## src/rtl/mux_rr_arbiter.sv

```systemverilog
// -----------------------------------------------------------------------------
// mux_rr_arbiter
//
// Round-robin arbiter that shares an 8-to-1 multiplexer among eight
// requesters. It grants one source at a time, drives the mux select, and
// registers the selected data bit onto a single output. A single tenure lasts
// at most HOLD_MAX consecutive grant cycles. After that, the arbiter searches
// again starting just past the outgoing holder.
//
// Parameters
//   HOLD_MAX     maximum consecutive grant cycles per tenure (1..15)
//
// Ports
//   clk_i        clock; all state updates on the rising edge
//   reset_i      asynchronous active-high reset
//   req_i[7:0]   level-sensitive request per source
//   in_i[7:0]    data bit per source, in_i[k] belongs to source k
//   grant_o[7:0] registered one-hot grant, zero when idle
//   sel_o[2:0]   registered binary index of the granted source
//   busy_o       high while any grant is active (|grant_o)
//   out_o        registered copy of in_i[sel] from the previous grant cycle
//   out_valid_o  high when out_o carries granted data
// -----------------------------------------------------------------------------
module mux_rr_arbiter #(
    parameter int HOLD_MAX = 4
) (
    input  logic       clk_i,
    input  logic       reset_i,
    input  logic [7:0] req_i,
    input  logic [7:0] in_i,
    output logic [7:0] grant_o,
    output logic [2:0] sel_o,
    output logic       busy_o,
    output logic       out_o,
    output logic       out_valid_o
);

    localparam logic [3:0] HOLD_CAP = 4'(HOLD_MAX);

    typedef enum logic {
        IDLE,
        GRANT
    } state_t;

    state_t     state_q, state_d;
    logic [7:0] grant_q, grant_d;
    logic [2:0] sel_q, sel_d;
    logic [2:0] last_q, last_d;
    logic [3:0] holdCnt_q, holdCnt_d;
    logic       out_q, out_d;
    logic       outValid_q, outValid_d;

    logic [2:0] winIdx;
    logic [2:0] candIdx;

    // Round-robin search starting at last_q+1.
    // Candidates are scanned from the lowest priority (last_q itself, offset 8)
    // up to the highest (offset 1). The final hit therefore belongs to the
    // highest-priority requester. The 3-bit addition gives the wrap from 7
    // to 0 for free.
    always_comb begin
        winIdx  = last_q;
        candIdx = last_q;
        for (int i = 8; i >= 1; i--) begin
            candIdx = last_q + 3'(i);
            if (req_i[candIdx]) begin
                winIdx = candIdx;
            end
        end
    end

    // Next-state logic.
    // The holder keeps the grant while it still requests and has tenure
    // budget left. Otherwise a new winner is loaded at the same edge, so the
    // handover has no idle bubble. The arbiter goes idle only when nobody
    // requests.
    always_comb begin
        state_d   = state_q;
        grant_d   = grant_q;
        sel_d     = sel_q;
        last_d    = last_q;
        holdCnt_d = holdCnt_q;

        case (state_q)
            IDLE: begin
                if (|req_i) begin
                    state_d   = GRANT;
                    grant_d   = 8'd1 << winIdx;
                    sel_d     = winIdx;
                    last_d    = winIdx;
                    holdCnt_d = 4'd1;
                end
            end
            GRANT: begin
                if (req_i[sel_q] && (holdCnt_q < HOLD_CAP)) begin
                    holdCnt_d = holdCnt_q + 4'd1;
                end else if (|req_i) begin
                    grant_d   = 8'd1 << winIdx;
                    sel_d     = winIdx;
                    last_d    = winIdx;
                    holdCnt_d = 4'd1;
                end else begin
                    state_d   = IDLE;
                    grant_d   = 8'd0;
                    holdCnt_d = 4'd0;
                end
            end
            default: begin
                state_d   = IDLE;
                grant_d   = 8'd0;
                holdCnt_d = 4'd0;
            end
        endcase
    end

    // Data path.
    // The output captures the bit of whichever source held the grant during
    // the cycle now ending. It is forced to zero when nobody held the grant.
    always_comb begin
        out_d      = 1'b0;
        outValid_d = 1'b0;
        if (state_q == GRANT) begin
            out_d      = in_i[sel_q];
            outValid_d = 1'b1;
        end
    end

    // State register.
    // last_q resets to 7 so that source 0 has first priority after reset.
    always_ff @(posedge clk_i or posedge reset_i) begin
        if (reset_i) begin
            state_q    <= IDLE;
            grant_q    <= 8'd0;
            sel_q      <= 3'd0;
            last_q     <= 3'd7;
            holdCnt_q  <= 4'd0;
            out_q      <= 1'b0;
            outValid_q <= 1'b0;
        end else begin
            state_q    <= state_d;
            grant_q    <= grant_d;
            sel_q      <= sel_d;
            last_q     <= last_d;
            holdCnt_q  <= holdCnt_d;
            out_q      <= out_d;
            outValid_q <= outValid_d;
        end
    end

    assign grant_o     = grant_q;
    assign sel_o       = sel_q;
    assign busy_o      = |grant_q;
    assign out_o       = out_q;
    assign out_valid_o = outValid_q;

endmodule
```

## config.mk

```make
export PLATFORM = sky130hd
export DESIGN_NAME = mux_rr_arbiter
export DESIGN_NICKNAME = d
export VERILOG_FILES = /design/src/rtl/mux_rr_arbiter.sv
export SDC_FILE = /design/constraint.sdc
export NUM_CORES = 1
export LEC_CHECK = 0
export BUFFER_PORTS_ARGS = -buffer_cell sky130_fd_sc_hd__buf_4
export CAP_MARGIN = 15
export CORE_UTILIZATION = 62
export DETAILED_ROUTE_END_ITERATION = 12
export PLACE_DENSITY = 0.83
export SLEW_MARGIN = 10
export SYNTH_ARGS = -nofsm -noshare
export SYNTH_HDL_FRONTEND = slang
export SYNTH_SLANG_ARGS = --single-unit
export TNS_END_PERCENT = 100
```

## constraint.sdc

```tcl
create_clock -name clk_i -period 7.1 [get_ports clk_i]
set_input_delay 0.355 -clock clk_i [delete_from_list [all_inputs] [get_ports clk_i]]
set_output_delay 0.355 -clock clk_i [all_outputs]
set_load 0.03 [all_outputs]
```

Word-level counts from Yosys, hierarchy flattened
Cells that the tools add are included.
{"block": "op_classes", "add_sub_neg": 8, "order_cmp": 9, "n_eq_ne": 2, "shift": 1, "muxes": 44, "n_bitwise": 1, "reduce_logical": 4}
{"operator": "3-bit two-way mux", "count": 11}
{"operator": "3-bit by 4-bit less-than comparator with 1-bit output, second input constant", "count": 8}
{"operator": "1-bit binary-select mux with 3-bit select", "count": 9}
{"operator": "8-bit two-way mux", "count": 3}
{"operator": "8-bit one-hot mux with 2 select lines", "count": 1}
{"operator": "8-bit OR reduction", "count": 2}
{"operator": "1-bit two-way mux", "count": 14}
{"operator": "3-bit adder, second input constant", "count": 4}
{"operator": "3-bit one-hot mux with 2 select lines", "count": 2}
{"operator": "4-bit two-way mux", "count": 2}
{"operator": "4-bit one-hot mux with 2 select lines", "count": 1}
{"operator": "1-bit by 3-bit << shifter with 8-bit output, first input constant", "count": 1}
{"operator": "3-bit by 2-bit adder with 3-bit output, second input constant", "count": 2}
{"operator": "4-bit by 1-bit adder with 4-bit output, second input constant", "count": 1}
{"operator": "4-bit by 3-bit less-than comparator with 1-bit output, second input constant", "count": 1}
{"operator": "2-bit != test, second input constant", "count": 2}
{"operator": "3-bit by 1-bit adder with 3-bit output, second input constant", "count": 1}
{"operator": "1-bit one-hot mux with 2 select lines", "count": 1}
{"operator": "2-bit AND reduction", "count": 1}
{"operator": "1-bit logical AND", "count": 1}
{"operator": "1-bit inverter", "count": 1}
{"block": "word_totals", "ff_bits": 21, "in_bits": 18, "output_inout_bits": 14, "elab_cells": 76}

Logic depth before layout (Yosys ltp)
Gate-level depths: netlist of run 1.
{"block": "depth", "ltp_word": 14, "ltp_mapped": 12, "ltp_nobuf": 8}

Worst setup path before layout of run 1
OpenSTA, ideal clock, no wires.
{"block": "synth_timing", "kind": "reg-to-reg", "start": "register last_q[1]", "end": "register grant_q[5] (netlist: grant_o[5])", "setup_ps": 144, "arrival_ps": 3304, "required_time_ps": 6956, "path_slack_ps": 3652, "stages_incl_launch_ff": 12, "path_buffers": 3, "synth_period_minus_slack_ps": 3448, "cell_sequence": "dfstp_2 -> buf_2 -> buf_2 -> inv_1 -> ha_1 -> buf_6 -> mux2_1 -> mux4_2 -> or3_1 -> o221a_4 -> a221oi_4 -> o41ai_1"}
{"block": "synth_via", "elab_chain_cells": 14, "elab_cells_between_ends": 33, "cone_classes": "add/sub (7); shift (1); mux (25)"}
{"item": "start, declared", "line_no": "48", "rtl": "logic [2:0] last_q, last_d;"}
{"item": "start signal, assigned", "line_no": "143", "rtl": "last_q <= last_d;"}
{"item": "3-bit adder", "line_no": "65", "rtl": "candIdx = last_q + 3'(i);"}
{"item": "1-bit binary-select mux with 3-bit select", "line_no": "66", "rtl": "if (req_i[candIdx]) begin"}
{"item": "1-bit two-way mux (implied by the code)", "line_no": "66"}
{"item": "3-bit two-way mux (6 in a row)", "line_no": "66"}
{"item": "3-bit two-way mux *", "line_no": "66"}
{"item": "1-bit by 3-bit << shifter with 8-bit output *", "line_no": "88, 98"}
{"item": "8-bit two-way mux", "line_no": "97", "rtl": "end else if (|req_i) begin"}
{"item": "8-bit two-way mux", "line_no": "95", "rtl": "if (req_i[sel_q] && (holdCnt_q < HOLD_CAP)) begin"}
{"item": "8-bit one-hot mux with 2 select lines *", "line_no": "84", "rtl": "case (state_q)"}
{"item": "end signal, assigned", "line_no": "141", "rtl": "grant_q <= grant_d;"}
{"item": "end, declared", "line_no": "46", "rtl": "logic [7:0] grant_q, grant_d;"}
Mark *: on every way between the ends. The rest lies on a longest branch, timed or not. The select of a mux whose other input is x is not followed.
A chain may end at the register's enable or synchronous reset.

Worst setup path in the final report of run 1
{"block": "layout_timing", "start": "register last_q[0]", "end": "register grant_q[5] (netlist: grant_o[5])"}
Same word-level chain as after synthesis.

==> flow_metrics.tcl, run 1 <==
set metrics [dict create \
    grt-ovfl-total 0 \
    synth_area_per_cell_um2 10.9 \
    path_cells "inv_2, ha_1, mux4_2, a221oi_1, o32ai_2, a41oi_1, o32ai_2, o41ai_1" \
    drive_gt1_share_pct 34.1 \
    drtPass1Iterations 4 \
    rows 20 \
    cp.arrival_ns 4.24 \
    final-hold-violation-count 0 \
    grtUsageMet2_pct 45.6 \
    cp-start-kind "flip-flop" \
    core-area_um2 3050 \
    hold_buffers 0 \
    via_per_inst 6.69 \
    synth.area.top_cells "dfrtp_1 22%, mux4_2 19%, mux2i_1 7.0%, dfstp_2 3.9%, nand2_1 3.5%" \
    max_freq_ghz 0.249 \
    grt_pass1_vias 1579 \
    netlist_area_um2 2010 \
    synthArstFlopShare_pct 100 \
    path_class "flip-flop to flip-flop" \
    portBuffers 31 \
    grt_use_met1_pct 42.8 \
    path_max_fanout 19 \
    hpwl_mm 3.55 \
    drv_slew 0 \
    rr_endpoint "grant_o[5]$_DFFE_PP0P_" \
    ctsHtreeMaxLevel 1 \
    synth_cell_types 47 \
    seq_area_um2 529 \
    layout_worst_path_cycle_share_pct 56.6 \
    syn_to_final_growth_pct 12.1 \
    die_area_um2 3470 \
    grt-busiest-layer "met2" \
    critPathCaptureType "flip-flop" \
    finalSetupViolations 0 \
    synth.net_count 205 \
    cap_violations 0 \
    track_usage_pct 29.9 \
    start_util_pct 65.8 \
    clock_skew_ns 0.0159 \
    die_x_um 58.9 \
    drtIter0Drc 136 \
    cts_resized 0 \
    clk_path_buf_depth 2 \
    period_minus_slack_ns 4.02 \
    finalNetCount 227 \
    crit_top_cell "o32ai_2" \
    gp_congestion 0.958 \
    grt_start_max_net_pins 22 \
    ioPinCount 32 \
    tns_ns 0 \
    ff2ff_setup_slack_ns 3.08 \
    timing.final.ws_setup_ns 3.08 \
    ys_warn_count 0 \
    place_ws_ns 3.08 \
    antenna_found_initial 0 \
    grt_pass1_wl_mm 7.71 \
    multi_input_area_um2 1370 \
    synth_flop_cell "dfrtp_1" \
    ys_seq_area_share_pct 26.3 \
    antenna_left 0 \
    drc 0 \
    reg2regPathDepth 8 \
    cts_root_buffer "clkbuf_4" \
    yosys.area.top_type_share_pct 22.4 \
    worst_r2r_startpoint "last_q[0]$_DFFE_PP1P_" \
    drt_wl_total_mm 4.74 \
    synth_seq_cells 21 \
    insertion_delay_ns 0.31 \
    clock-sinks 21 \
    n_fill_cell 227 \
    numCtsBuffers 3 \
    path_clk_slew_ns 0.13 \
    required_ns 7.32 \
    synth_edf_count 0 \
    critPathTopFamily "compound AO/OA/AOI/OAI gates" \
    syn_inst 184 \
    wire_per_inst_um 19.0 \
    status "finished clean" \
    rsz0062_at_grt "no" \
    postCtsSetupBuffers 0 \
    synth_common_cells "19 x nand2_1, 18 x dfrtp_1, 17 x mux4_2, 14 x mux2i_1, 8 x nor2_1" \
    worst_pin_slew_ns 0.762 \
    cts_tree "done" \
    hold_path.class "input port to async pin" \
    cpMaxStageDelayCell "dfstp_2" \
    grt_use_met3_pct 5.71 \
    synth_top_cell_by_area "dfrtp_1" \
    slew_headroom_pct 49.1 \
    critPathMaxStageDelay_ns 0.85 \
    via_count 1667 \
    synth_most_common_cell "nand2_1" \
    worst-path-buf-inv 1 \
    n_antenna_cell 0 \
    die_h_um 58.9 \
]
[placed cells by master (no fill, tap or decap), types with 2 or more instances in the layout]
| cell type | synthesis | routed |
|---|---|---|
| mux2i_1 | 14 | 14 |
| nor2_1 | 8 | 8 |
| a21o_1 | 2 | 2 |
| a211oi_1 | 3 | 3 |
| o21ai_0 | 3 | 3 |
| a211o_1 | 2 | 2 |
| or3_1 | 3 | 3 |
| o31ai_1 | 6 | 6 |
| nor2b_1 | 2 | 2 |
| mux2_2 | 4 | 4 |
| o41ai_2 | 3 | 3 |
| mux2_4 | 2 | 2 |
| nand2_1 | 19 | 19 |
| o32ai_2 | 2 | 2 |
| o21a_1 | 2 | 2 |
| a22o_1 | 3 | 3 |
| buf_4 | 0 | 32 |
| inv_1 | 7 | 7 |
| ha_1 | 3 | 3 |
| xnor2_1 | 4 | 4 |
| dfrtp_1 | 18 | 18 |
| and2_1 | 5 | 5 |
| nor4_1 | 4 | 4 |
| mux4_2 | 17 | 17 |
| mux2_1 | 3 | 3 |
| xor2_1 | 2 | 2 |
| a21oi_1 | 6 | 6 |
| dfstp_2 | 3 | 3 |
| a221oi_1 | 3 | 3 |
| clkbuf_4 | 0 | 3 |
[per-stage QoR]
| stage | cells | area (um^2) | hold WS [ns] | utilization, % |
|---|---|---|---|---|
| finish | 249 | 2250 | 0.165 | 73.8 |
| floorplan | 184 | 2010 | 0.329 | - |
| global route | 249 | 2250 | 0.217 | 73.8 |
| detailed placement | 245 | 2230 | 0.414 | 72.9 |
| global placement | 245 | 2230 | 0.413 | 72.9 |
| CTS | 249 | 2250 | 0.181 | 73.8 |
[routing by layer]
layer  vias to the layer above  routed length (um)
li1                        765                   -
met1                       815                2060
met2                        73                2280
met3                        14                 279
met4                         0                 123
met5                         -                   0
[kinds of logic after synthesis]
logic type	after synthesis	share of synthesized area, %
AOI/OAI and AO/OA	47	21.0
xor gates and xnor gates	6	2.62
adders and majority gates	3	1.87
buffers and inverters	23	5.42
DFF	21	26.3
muxes	41	32.8
and+or+nand+nor	43	10.0
[state kept, by name, summed over array words and instances (netlist names)]
name	flops
out_o	1
sel_o	3
out_valid_o	1
holdCnt_q	4
grant_o	8
state_q	1
last_q	3
[final cells by class]
cell class              count  share of cell area, %
clock inverters             1                  0.222
well taps                  44                   2.44
repair buffers             32                   10.7
inverters                   8                   1.33
multi-input cells         140                   60.9
flip-flops and latches     21                   23.5
clock buffers               3                  0.999
[worst max path at each step]
| stage | endpoint | slack [ns] | startpoint | cells after the start |
|---|---|---|---|---|
| CTS | grant_o[5]$_DFFE_PP0P_ | 3.08 | last_q[0]$_DFFE_PP1P_ | 8 |
| detailed placement | grant_o[5]$_DFFE_PP0P_ | 3.08 | last_q[0]$_DFFE_PP1P_ | 8 |
| global route | grant_o[5]$_DFFE_PP0P_ | 2.79 | last_q[0]$_DFFE_PP1P_ | 8 |
| finish | grant_o[5]$_DFFE_PP0P_ | 3.08 | last_q[0]$_DFFE_PP1P_ | 8 |
| floorplan | grant_o[5]$_DFFE_PP0P_ | 3.65 | last_q[1]$_DFFE_PP1P_ | 11 |
| global placement | grant_o[5]$_DFFE_PP0P_ | 3.21 | last_q[0]$_DFFE_PP1P_ | 8 |
Power of run 1 is left out: the tool's default activity adds up to more than one toggle a clock period on the data nets, which glitch-free logic cannot reach.
==> run 2: changes to the inputs <==
--- a/config.mk
+++ b/config.mk
@@ -7,9 +7,9 @@
 export LEC_CHECK = 0
 export BUFFER_PORTS_ARGS = -buffer_cell sky130_fd_sc_hd__buf_4
 export CAP_MARGIN = 15
-export CORE_UTILIZATION = 62
+export CORE_UTILIZATION = 52
 export DETAILED_ROUTE_END_ITERATION = 12
-export PLACE_DENSITY = 0.83
+export PLACE_DENSITY = 0.74
 export SLEW_MARGIN = 10
 export SYNTH_ARGS = -nofsm -noshare
 export SYNTH_HDL_FRONTEND = slang
==> constraint.sdc (replaced) <==
create_clock -name clk_i -period 3.55 [get_ports clk_i]
set_input_delay 0.1775 -clock clk_i [delete_from_list [all_inputs] [get_ports clk_i]]
set_output_delay 0.1775 -clock clk_i [all_outputs]
set_load 0.03 [all_outputs]
==> run 2 against run 1 <==
Against the previous run:
- largest cell class unchanged
- flip-flop and latch count stayed put
- register-to-register slack got worse by 2.9 ns
- non-clock buffer count grew 5
- hold slack got worse by 0.10 ns
==> flow_metrics.tcl, run 2 (synthesis gave the netlist of run 1 again) <==
set metrics [dict create \
    grt_start_max_net_pins 22 \
    ff2ff_setup_slack_ns 0.17 \
    path_clk_slew_ns 0.07 \
    layout_worst_path_cycle_share_pct 95.3 \
    grt_pass1_vias 1553 \
    timing.hold.ws_ns 0.0645 \
    design_area_um2 2310 \
    path_class "flip-flop to flip-flop" \
    gp_congestion 0.899 \
    mostFrequentLayoutCells "37 x buf_4, 19 x nand2_1, 18 x dfrtp_1" \
    grt-ovfl-total 0 \
    finalSetupViolations 0 \
    hold_buffers 0 \
    drtIter0Drc 95 \
    period_minus_slack_ns 3.38 \
    hpwl_mm 3.55 \
    dpl_cell_area_um2 2270 \
    hold_path.class "input port to async pin" \
    path_max_fanout 11 \
    grt_pass1_wl_mm 7.58 \
    cts_root_buffer "clkbuf_8" \
    die_x_um 64.2 \
    ioPinCount 32 \
    drc 0 \
    n_antenna_cell 0 \
    die_area_um2 4120 \
    clock-sinks 21 \
    cp-start-kind "flip-flop" \
    rsz0062_at_grt "no" \
    antenna_left 0 \
    postCtsSetupBuffers 0 \
    tns_ns 0 \
    slew_headroom_pct 47.8 \
    status "finished clean" \
    drtPass1Iterations 4 \
    worst_r2r_startpoint "last_q[1]$_DFFE_PP1P_" \
    drv_slew 0 \
    portBuffers 31 \
    clk_path_buf_depth 2 \
    final_common_cell "buf_4" \
    required_ns 3.68 \
    final-hold-violation-count 0 \
    cts_tree "done" \
    cap_violations 0 \
    core-area_um2 3690 \
    via_per_inst 6.35 \
    timing.final.ws_setup_ns 0.168 \
    place_ws_ns 0.177 \
    antenna_found_initial 0 \
    critPathCaptureType "flip-flop" \
    largest_register_ffs 8 \
    worst_pin_slew_ns 0.783 \
    insertion_delay_ns 0.26 \
    rr_endpoint "grant_o[5]$_DFFE_PP0P_" \
    numCtsBuffers 3 \
    cp.arrival_ns 3.51 \
    start_util_pct 54.5 \
    wire_per_inst_um 17.7 \
    cts_resized 0 \
    die_h_um 64.2 \
    via_count 1639 \
    rows 22 \
    max_freq_ghz 0.296 \
    drive_gt1_share_pct 35.2 \
    ctsHtreeMaxLevel 1 \
    syn_to_final_growth_pct 15.1 \
    reg2regPathDepth 8 \
    drt_wl_total_mm 4.57 \
    track_usage_pct 23.6 \
    finalNetCount 232 \
    clock_skew_ns 0.00528 \
]
[run 2: area by class of cell]
cell class,instances,area [um^2]
Clock buffer,4,45.0
Multi-Input combinational cell,140,1370
Inverter,8,30.0
Tap cell,48,60.1
Timing Repair Buffer,37,278
Sequential cell,21,529
Fill cell,312,1380
[run 2: layer usage]
layer  up-vias  global-route usage [%]  share of wire (%)
li1        772                       -                  -
met1       800                    33.5                 44
met2        64                    38.6                 49
met3         3                    4.46                6.2
met4         0                    3.33               0.22
met5         -                       0                  0
[run 2: worst max-delay path, cell delays in order (launching register included)]
cell and delay (ns):
dfstp_2 0.53, inv_1 0.09, ha_1 0.57, mux2_1 0.37, mux4_2 0.50, or3_1 0.40, o221a_4 0.29, a221oi_4 0.41
o41ai_1 0.10
[run 2: stage by stage]
stage	utilization, %	instances
floorplan	-	184
global placement	61.5	254
detailed placement	61.5	254
CTS	62.7	258
global route	62.7	258
finish	62.7	258
[run 2: worst max path at each step]
stage,startpoint,endpoint,depth (start not counted)
5_1_grt,last_q[1]$_DFFE_PP1P_,grant_o[5]$_DFFE_PP0P_,8
2_1_floorplan,last_q[1]$_DFFE_PP1P_,grant_o[5]$_DFFE_PP0P_,11
3_5_place_dp,last_q[1]$_DFFE_PP1P_,grant_o[5]$_DFFE_PP0P_,8
4_1_cts,last_q[1]$_DFFE_PP1P_,grant_o[5]$_DFFE_PP0P_,8
3_3_place_gp,last_q[1]$_DFFE_PP1P_,grant_o[5]$_DFFE_PP0P_,8
6_report,last_q[1]$_DFFE_PP1P_,grant_o[5]$_DFFE_PP0P_,8
Power of run 2 is left out for the same reason.
==> run 3: changes to the inputs <==
--- a/config.mk
+++ b/config.mk
@@ -7,9 +7,9 @@
 export LEC_CHECK = 0
 export BUFFER_PORTS_ARGS = -buffer_cell sky130_fd_sc_hd__buf_4
 export CAP_MARGIN = 15
-export CORE_UTILIZATION = 52
+export CORE_UTILIZATION = 62
 export DETAILED_ROUTE_END_ITERATION = 12
-export PLACE_DENSITY = 0.74
+export PLACE_DENSITY = 0.83
 export SLEW_MARGIN = 10
 export SYNTH_ARGS = -nofsm -noshare
 export SYNTH_HDL_FRONTEND = slang
==> constraint.sdc (replaced) <==
create_clock -name clk_i -period 3.95 [get_ports clk_i]
set_input_delay 0.1975 -clock clk_i [delete_from_list [all_inputs] [get_ports clk_i]]
set_output_delay 0.1975 -clock clk_i [all_outputs]
set_load 0.03 [all_outputs]
==> run 3 against run 2 <==
Against the previous run:
- utilization is 12 points higher
- die area is 16% lower
- highest routed layer unchanged
- largest cell class unchanged
- setup slack better by 0.32 ns
==> flow_metrics.tcl, run 3 (synthesis gave the netlist of run 1 again) <==
set metrics [dict create \
    path_max_fanout 12 \
    track_usage_pct 30.7 \
    period_minus_slack_ns 3.47 \
    rsz0062_at_grt "no" \
    ioPinCount 32 \
    place_ws_ns 0.496 \
    drc 0 \
    gp_congestion 0.913 \
    grt_use_met1_pct 44.2 \
    timing.final.ws_setup_ns 0.483 \
    cp.arrival_ns 3.68 \
    reg2regPathDepth 10 \
    portBuffers 31 \
    hold_buffers 0 \
    path_class "flip-flop to flip-flop" \
    worst-path-buf-inv 3 \
    layout_worst_path_cycle_share_pct 87.8 \
    finalNetCount 231 \
    numCtsBuffers 3 \
    hpwl_mm 3.74 \
    crit_top_cell "buf_4" \
    antenna_found_initial 0 \
    mostFrequentLayoutCells "36 x buf_4, 19 x nand2_1, 18 x dfrtp_1" \
    grt_use_met3_pct 4.62 \
    cts_root_buffer "clkbuf_4" \
    cpMaxStageDelayCell "ha_1" \
    insertion_delay_ns 0.31 \
    max_freq_ghz 0.288 \
    final-hold-violation-count 0 \
    core-area_um2 3050 \
    grt_start_max_net_pins 22 \
    path_clk_slew_ns 0.12 \
    ff2ff_setup_slack_ns 0.48 \
    final_common_cell "buf_4" \
    required_ns 4.16 \
    postCtsSetupBuffers 0 \
    fin_util_pct 74.8 \
    hold_path.class "input port to async pin" \
    slew_headroom_pct 49.4 \
    via_per_inst 6.68 \
    clock-sinks 21 \
    grt-ovfl-total 0 \
    die_h_um 58.9 \
    clk_path_buf_depth 2 \
    die_x_um 58.9 \
    via_count 1690 \
    critPathTopFamily "multiplexers" \
    worst_r2r_startpoint "last_q[1]$_DFFE_PP1P_" \
    drive_gt1_share_pct 34.9 \
    grt-busiest-layer "met2" \
    ctsHtreeMaxLevel 1 \
    grt_pass1_wl_mm 7.95 \
    start_util_pct 65.8 \
    antenna_left 0 \
    grt_pass1_vias 1632 \
    drv_slew 0 \
    status "finished clean" \
    die_area_um2 3470 \
    n_antenna_cell 0 \
    cap_violations 0 \
    cts_tree "done" \
    worst_pin_slew_ns 0.759 \
    syn_to_final_growth_pct 13.6 \
    drtPass1Iterations 5 \
    tns_ns 0 \
    drt_wl_total_mm 4.93 \
    largest_register_ffs 8 \
    finalSetupViolations 0 \
    critPathCaptureType "flip-flop" \
    path_cells "inv_1, ha_1, buf_4, mux4_2, mux2_2, a211o_1, a21oi_1, mux2i_1, buf_4, o41ai_1" \
    critPathMaxStageDelay_ns 0.60 \
    rows 20 \
    cts_resized 0 \
    dpl_cell_area_um2 2260 \
    wire_per_inst_um 19.5 \
    design_area_um2 2280 \
    drtIter0Drc 155 \
    grtUsageMet2_pct 49.7 \
    clock_skew_ns 0.0118 \
    cp-start-kind "flip-flop" \
    rr_endpoint "grant_o[5]$_DFFE_PP0P_" \
]
run 3: changes by cell type in the layout (fill, tap and decap cells not counted), sizes merged:
cell,change
buf,-1
run 3: worst reg2reg max path: stages, from the launching register on:
cell,delay [ns]
dfstp_2,0.55
inv_1,0.10
ha_1,0.60
buf_4,0.26
mux4_2,0.39
mux2_2,0.35
a211o_1,0.31
a21oi_1,0.21
mux2i_1,0.12
buf_4,0.17
o41ai_1,0.32
run 3: final cells by class:
cell class / count / area (um^2)
multi-input combinational: 140 / 1370
timing repair buffer: 36 / 270
inverter: 8 / 30.0
sequential: 21 / 529
fill: 227 / 771
clock buffer: 4 / 26.3
tap: 44 / 55.1
run 3: routing by layer:
layer | wire length [um] | part of all wire [%] | up-vias
li1 | - | - | 771
met5 | 0 | 0 | -
met4 | 27 | 0.55 | 0
met3 | 312 | 6.3 | 6
met1 | 2070 | 42 | 834
met2 | 2510 | 51 | 79
run 3: worst max-delay path by stage:
stage,depth (start not counted),end,startpoint,slack (ns)
after floorplan,11,grant_o[5]$_DFFE_PP0P_,last_q[1]$_DFFE_PP1P_,0.50
after global placement,8,grant_o[5]$_DFFE_PP0P_,last_q[1]$_DFFE_PP1P_,0.64
after detailed placement,8,grant_o[5]$_DFFE_PP0P_,last_q[1]$_DFFE_PP1P_,0.50
after CTS,9,grant_o[0]$_DFFE_PP0P_,last_q[1]$_DFFE_PP1P_,0.50
after global routing,8,grant_o[5]$_DFFE_PP0P_,last_q[1]$_DFFE_PP1P_,0.32
final,10,grant_o[5]$_DFFE_PP0P_,last_q[1]$_DFFE_PP1P_,0.48
run 3: per-stage QoR:
stage,hold WS (ns),cells
after floorplan,0.172,184
after global placement,0.359,249
after detailed placement,0.377,249
after CTS,0.0311,253
after global routing,0.0829,253
final,0.00679,253
Power of run 3 is left out for the same reason.
